===== src/rtl/ad_capture_front.sv =====
// Per-shot ADC capture front end: trigger sync, programmable delay, fixed-length
// window of 8-bit samples packed in pairs into 16-bit FIFO writes, plus ramp test source.
module ad_capture_front #(
  parameter int unsigned SYNC_STAGES = 2,
  parameter logic [7:0]  TEST_START  = 8'd251,
  parameter logic [7:0]  TEST_WRAP   = 8'd10
) (
  input  logic        clk_ad_180M,
  input  logic        i_rst_n,
  input  logic        i_trig,
  input  logic [7:0]  i_ad_data,
  input  logic        i_test_mode,
  input  logic [15:0] i_delay,
  input  logic [15:0] i_recv_count,
  input  logic        i_fifo_full,
  output logic        o_wr,
  output logic [15:0] o_wr_data,
  output logic        o_busy,
  output logic        o_overflow,
  output logic [7:0]  o_shot_cnt
);

  typedef enum logic [1:0] {StIdle, StDelay, StCapture} state_e;

  state_e                 state_q, state_d;
  logic [SYNC_STAGES-1:0] sync_q;
  logic                   trig_prev_q;
  logic                   trig_edge;
  logic [7:0]             pat_q;
  logic [7:0]             s_ad;
  logic [7:0]             lo_q;
  logic [15:0]            dly_cnt_q;
  logic [15:0]            len_q;
  logic [15:0]            wrd_cnt_q;
  logic                   phase_q;
  logic                   busy_q;
  logic                   accept;
  logic                   last_word;

  assign trig_edge = sync_q[SYNC_STAGES-1] & ~trig_prev_q;
  assign last_word = (wrd_cnt_q == len_q - 16'd1);
  assign o_busy    = busy_q;

  always_comb begin
    state_d = state_q;
    accept  = 1'b0;
    unique case (state_q)
      StIdle: begin
        if (trig_edge) begin
          accept = 1'b1;
          // A zero-length shot is counted but never leaves idle.
          if (i_recv_count == 16'd0) begin
            state_d = StIdle;
          end else if (i_delay != 16'd0) begin
            state_d = StDelay;
          end else begin
            state_d = StCapture;
          end
        end
      end
      StDelay: begin
        if (dly_cnt_q == 16'd1) state_d = StCapture;
      end
      StCapture: begin
        if (phase_q && last_word) state_d = StIdle;
      end
      default: state_d = StIdle;
    endcase
  end

  always_ff @(posedge clk_ad_180M or negedge i_rst_n) begin
    if (!i_rst_n) begin
      state_q     <= StIdle;
      sync_q      <= '0;
      trig_prev_q <= 1'b0;
      pat_q       <= '0;
      s_ad        <= '0;
    end else begin
      state_q     <= state_d;
      sync_q      <= {sync_q[SYNC_STAGES-2:0], i_trig};
      trig_prev_q <= sync_q[SYNC_STAGES-1];
      // Pattern reloads on every detected edge, even while a shot is running.
      if (trig_edge) begin
        pat_q <= TEST_START;
      end else if (pat_q == TEST_WRAP) begin
        pat_q <= '0;
      end else begin
        pat_q <= pat_q + 8'd1;
      end
      s_ad <= i_test_mode ? pat_q : i_ad_data;
    end
  end

  always_ff @(posedge clk_ad_180M or negedge i_rst_n) begin
    if (!i_rst_n) begin
      dly_cnt_q  <= '0;
      len_q      <= '0;
      wrd_cnt_q  <= '0;
      phase_q    <= 1'b0;
      lo_q       <= '0;
      busy_q     <= 1'b0;
      o_wr       <= 1'b0;
      o_wr_data  <= '0;
      o_overflow <= 1'b0;
      o_shot_cnt <= '0;
    end else begin
      o_wr <= 1'b0;
      if (accept) begin
        dly_cnt_q  <= i_delay;
        len_q      <= i_recv_count;
        wrd_cnt_q  <= '0;
        phase_q    <= 1'b0;
        busy_q     <= 1'b1;
        o_overflow <= 1'b0;
        o_shot_cnt <= o_shot_cnt + 8'd1;
      end else if (state_q == StIdle) begin
        busy_q <= 1'b0;
      end
      if (state_q == StDelay) dly_cnt_q <= dly_cnt_q - 16'd1;
      if (state_q == StCapture) begin
        phase_q <= ~phase_q;
        if (!phase_q) begin
          lo_q <= s_ad;
        end else begin
          // Word slot advances even when dropped so the window stays fixed in time.
          wrd_cnt_q <= wrd_cnt_q + 16'd1;
          if (i_fifo_full) begin
            o_overflow <= 1'b1;
          end else begin
            o_wr      <= 1'b1;
            o_wr_data <= {s_ad, lo_q};
          end
          if (last_word) busy_q <= 1'b0;
        end
      end
    end
  end

endmodule


===== config.mk =====
export PLATFORM = sky130hd
export DESIGN_NAME = ad_capture_front
export DESIGN_NICKNAME = d
export VERILOG_FILES = /design/src/rtl/ad_capture_front.sv
export SDC_FILE = /design/constraint.sdc
export NUM_CORES = 1
export LEC_CHECK = 0
export ABC_AREA = 1
export CORE_MARGIN = 2
export CORE_UTILIZATION = 30
export CTS_CLUSTER_SIZE = 12
export DETAILED_ROUTE_END_ITERATION = 10
export PLACE_DENSITY_LB_ADDON = 0.3
export SYNTH_ARGS = -nofsm -noshare
export SYNTH_HDL_FRONTEND = slang
export SYNTH_SLANG_ARGS = --single-unit

===== constraint.sdc =====
create_clock -name clk_ad_180M -period 1.9 [get_ports clk_ad_180M]
set_input_delay 0.38 -clock clk_ad_180M [delete_from_list [all_inputs] [get_ports clk_ad_180M]]
set_output_delay 0.38 -clock clk_ad_180M [all_outputs]
set_load 0.01 [all_outputs]

Word-level counts from Yosys, hierarchy flattened
Index checks and enable logic that the tools add are counted.

Reductions and logical operators: 9. Add/sub/neg operators: 5. Eq/ne operators: 8. Muxes and demuxes: 30. Bitwise operators: 4.

Operators with widths (number): $mux 16 (5); $sub 16x1->16 const B (2); $mux 8 (3); $add 16x1->16 const B (1); $add 8x1->8 const B (2); $eq 16x1->1 const B (1); $eq 16x16->1 (1); $logic_not 16->1 (1); $mux 1 (16); $reduce_bool 16->1 (1); $mux 2 (5); $eq 8x4->1 const B (1); $ne 2x2->1 const B (3); $pmux 2 s3 (1); $reduce_and 3->1 (2); $reduce_bool 2->1 (2); $not 1->1 (3); $eq 2x1->1 const B (1); $eq 2x2->1 const B (1); $logic_not 2->1 (1); $reduce_and 2->1 (1); $and 1x1->1 (1); $logic_and 1x1->1 (1).

Input port bits: 45. Logic and storage cells: 71. Output and inout port bits: 27. Register bits: 105.

Depth between registers and ports, before layout
Word-level depth: 8. Depth in mapped cells: 13. Gate-level depth less buffers: 13.

Worst setup path after synthesis
No wires, ideal clock.

Path type: reg-to-reg. Start: reg len_q[0]. End: reg busy_q (netlist: o_busy). Data arrival time: 1508 ps. Data required time: 1780 ps. Setup slack: 272 ps. Cell stages (with the launch flop): 12. Library setup time: 120 ps. Buffers on the path: 0. Cells stage by stage: dfrtp_1 -> inv_1 -> ha_1 -> nand2_2 -> nor2_1 -> nand2_1 -> nand2_1 -> o21ai_1 -> nor2_1 -> nand3_1 -> o21ai_0 -> inv_1.

Cells in the longest elaborated chain, start to end: 5.

RTL lines: from (decl) (line 33) `logic [15:0] len_q;`; from (signal assigned) (line 110) `len_q <= i_recv_count;`; $sub 16x1->16 (line 41) `assign last_word = (wrd_cnt_q == len_q - 16'd1);`; $eq 16x16->1 (line 41); $mux 1 (line 133) `if (last_word) busy_q <= 1'b0;`; $mux 1 (line 122) `if (!phase_q) begin`; $mux 1 (line 120) `if (state_q == StCapture) begin`; to (signal assigned) (line 113) `busy_q <= 1'b1;`; to (signal assigned) (line 117) `busy_q <= 1'b0;`; to (signal assigned) (line 133); to (decl) (line 36) `logic busy_q;`.

No other way between the ends. A chain may end at the register's enable or synchronous reset.

Final worst setup path
Start: reg state_q[0]. End: reg dly_cnt_q[7].

Cells in the longest elaborated chain, start to end: 3.

RTL lines: from (decl) (line 25) `state_e state_q, state_d;`; from (signal assigned) (line 73) `state_q <= StIdle;`; from (signal assigned) (line 79) `state_q <= state_d;`; $logic_not 2->1 (line 47) `unique case (state_q)`; $mux 1 (line 47); $reduce_bool 2->1 (no line); to (signal assigned) (line 109) `dly_cnt_q <= i_delay;`; to (signal assigned) (line 119) `if (state_q == StDelay) dly_cnt_q <= dly_cnt_q - 16'd1;`; to (decl) (line 32) `logic [15:0] dly_cnt_q;`.

Several ways; a longest one is shown, not always the timed one.

==> out/metrics.yaml <==
synth_nets: 748
synth_top_area_share_pct: 48.1
avgSynthCellArea_um2: 7.85
routed_wl_mm: 13.4
slew_headroom_pct: 60.7
worstPathArrival_ps: 2020
powerDensity_nw_per_um2: 1350
overflow: 0
synth_cells: 696
period_needed_ps: 1750
synthesis.area_um2: 5460
avgRoutedWirePerCell_um: 13.1
firstDrtPassIters: 5
gp_congestion: 0.865
ys_seq_area_share_pct: 48.1
clk_latency_ps: 350
grt_pass1_vias: 4681
finalHoldViolCount: 0
nets: 843
worst_setup_path_end_kind: "flip-flop"
numCtsBuffers: 9
io_pins: 72
worstSetupPathType: "flip-flop to flip-flop"
vias: 4734
drc: 0
worstMarginPinSlew_ps: 584
layout_setup_ws_ps: 146
critPathMaxFanout: 8
dp.cells: 1006
core-area_um2: 17900
synth_compound_area_share_pct: 10.6
synthTopCellsByArea: "dfrtp_1 48%, nand2_1 13%, inv_1 5.8%"
async_reset_ff_share_pct: 100
grt_start_max_net_pins: 48
post-place-ws_ps: 16.6
final.period_utilization_pct: 92.3
numPortBuffers: 71
cts_tree: "done"
final_layout_size_suffix_gt1_share_pct: 10.6
peakVddDrop_mv: 0.710
p_leak_nw: 3.28
drtAntennaViolNets: 0
synth_top_family_by_area: "simple AND/OR/NAND/NOR gates"
n_antenna_cell: 0
ys_ff_latch: 105
cts-root-buf: "clkbuf_16"
startpoint_type: "flip-flop"
die_area_um2: 19300
cts_max_level: 3
yosysMostFrequentCell: "nand2_1"
clkTransAtPathRegs_ps: 80
setup_viol: 0
die_h_um: 139
fin_worst_skew_ps: 10.2
synth-simple-area-share_pct: 28.0
drt_iter0_drc: 304
final.setup.tns_ps: 0
max_freq_mhz: 570
fin_util_pct: 39.0
dp_hpwl_mm: 9.79
die_w_um: 139
synth_commonest_cells: "186 x nand2_1, 105 x dfrtp_1, 85 x inv_1"
grt.total_usage_pct: 14.8
rows: 49
maxCapViolations: 0
final-max-slew-violation-count: 0
clock_sinks: 105
grt_pass1_wl_mm: 23.2
muxShareOfSynthArea_pct: 1.03
synth_cell_types: 41
required_ps: 2170
cts_buffer_depth: 2
area_growth_pct: 27.7
final_cell_count_no_fill: 1025
drt-vias-per-instance: 4.62
synthXorXnorAreaFrac_pct: 3.53
synth_fa_ha_area_share_pct: 1.60
synth_edf_count: 0
status: "finished clean"
ys_warn_count: 0
initial_core_util_pct: 30.5
synth_flop_cell: "dfrtp_1"
antenna_found_initial: 0
hold_class: "flip-flop to flip-flop"
post-synth-top-area-cell: "dfrtp_1"
final timing paths:
kind                            start      endpoint  slack [ps]  cells past startpoint
min in group asynchronous     i_rst_n       lo_q[3]         520                      2
min                         sync_q[0]     sync_q[1]         370                      0
max                        state_q[0]  dly_cnt_q[7]         150                      6
max reg2reg                state_q[0]  dly_cnt_q[7]         150                      6
max in group asynchronous     i_rst_n  wrd_cnt_q[9]         760                      3
min reg2reg                 sync_q[0]     sync_q[1]         370                      0
flip-flops by register name, summed over array words and instances (netlist names):
register and cells:
pat_q 8, o_shot_cnt 8, phase_q 1, trig_prev_q 1, s_ad 8, lo_q 8
len_q 16, o_overflow 1, state_q 2, o_busy 1, o_wr 1, wrd_cnt_q 16
o_wr_data 16, sync_q 2, dly_cnt_q 16
per-layer routing:
metal	GRT usage, %	part of all wire, %	up-vias
li1	-	-	2428
met1	20.4	48	2180
met2	24.0	47	115
met3	2.87	4.2	11
met4	3.83	1.0	0
met5	0	0	-
placed cells by master (no fill, tap or decap), types with 4 or more instances in the layout:
cell type	count
clkbuf_16	9
dfrtp_1	102
nand2_1	184
nor2_1	69
nor2_4	6
nand2_2	4
buf_4	23
ha_1	6
o211ai_1	6
xor2_1	14
nor4_1	6
o21ai_0	61
inv_1	84
nand3_1	39
o21ai_1	4
mux2_2	4
xnor2_1	7
clkdlybuf4s50_1	70
a21oi_1	21
nand4_1	10
nor3_1	8
nor2_2	12
nand3b_1	4
worst max-delay path: stages (launching register included):
cell	delay, ps
dfrtp_1	400
inv_1	90
nor2_1	40
buf_4	160
nor2_1	450
inv_1	290
o211ai_1	240
per-stage QoR:
stage          power [mW]  area [um2]  hold WS [ps]
3_5_place_dp         7.48        6610           355
3_3_place_gp         7.44        6610           356
2_1_floorplan        6.05        5460          84.4
6_report             9.43        6980           373
4_1_cts              9.37        6910           377
5_1_grt              10.3        6980           396
area by class of cell:
cell class                      count  area (um2)
Timing Repair Buffer               97         943
Multi-Input combinational cell    490        2490
Inverter                           88         333
Clock inverter                      6        58.8
Sequential cell                   105        2630
Clock buffer                       10         229
Tap cell                          229         287
Fill cell                        1853       10900
report_power, final:
part           leakage, nW  total, mW  switching [mW]  internal [mW]
registers             1.30       3.70           0.675           3.02
clock network        0.142       1.83           0.912          0.922
logic                 1.85       3.90            2.21           1.70
logic make-up (layout without fill, tap and decap cells):
kind of cell	count (synthesis)	after routing
AND/OR/NAND/NOR	351	351
AO/OA/AOI/OAI	105	105
flip-flops	105	105
buffers and inverters	101	201
XOR/XNOR	22	22
adder cells (fa/ha/maj)	7	7
multiplexers	5	5
timing repair:
action / CTS / global route
setup endpoints to repair: 0 / 5
buffers inserted: 0 / 2
resized for setup: 0 / 19
hold endpoints to repair: 29 / 0
hold buffers: 1 / 0
(Power assumes the default switching activity.)
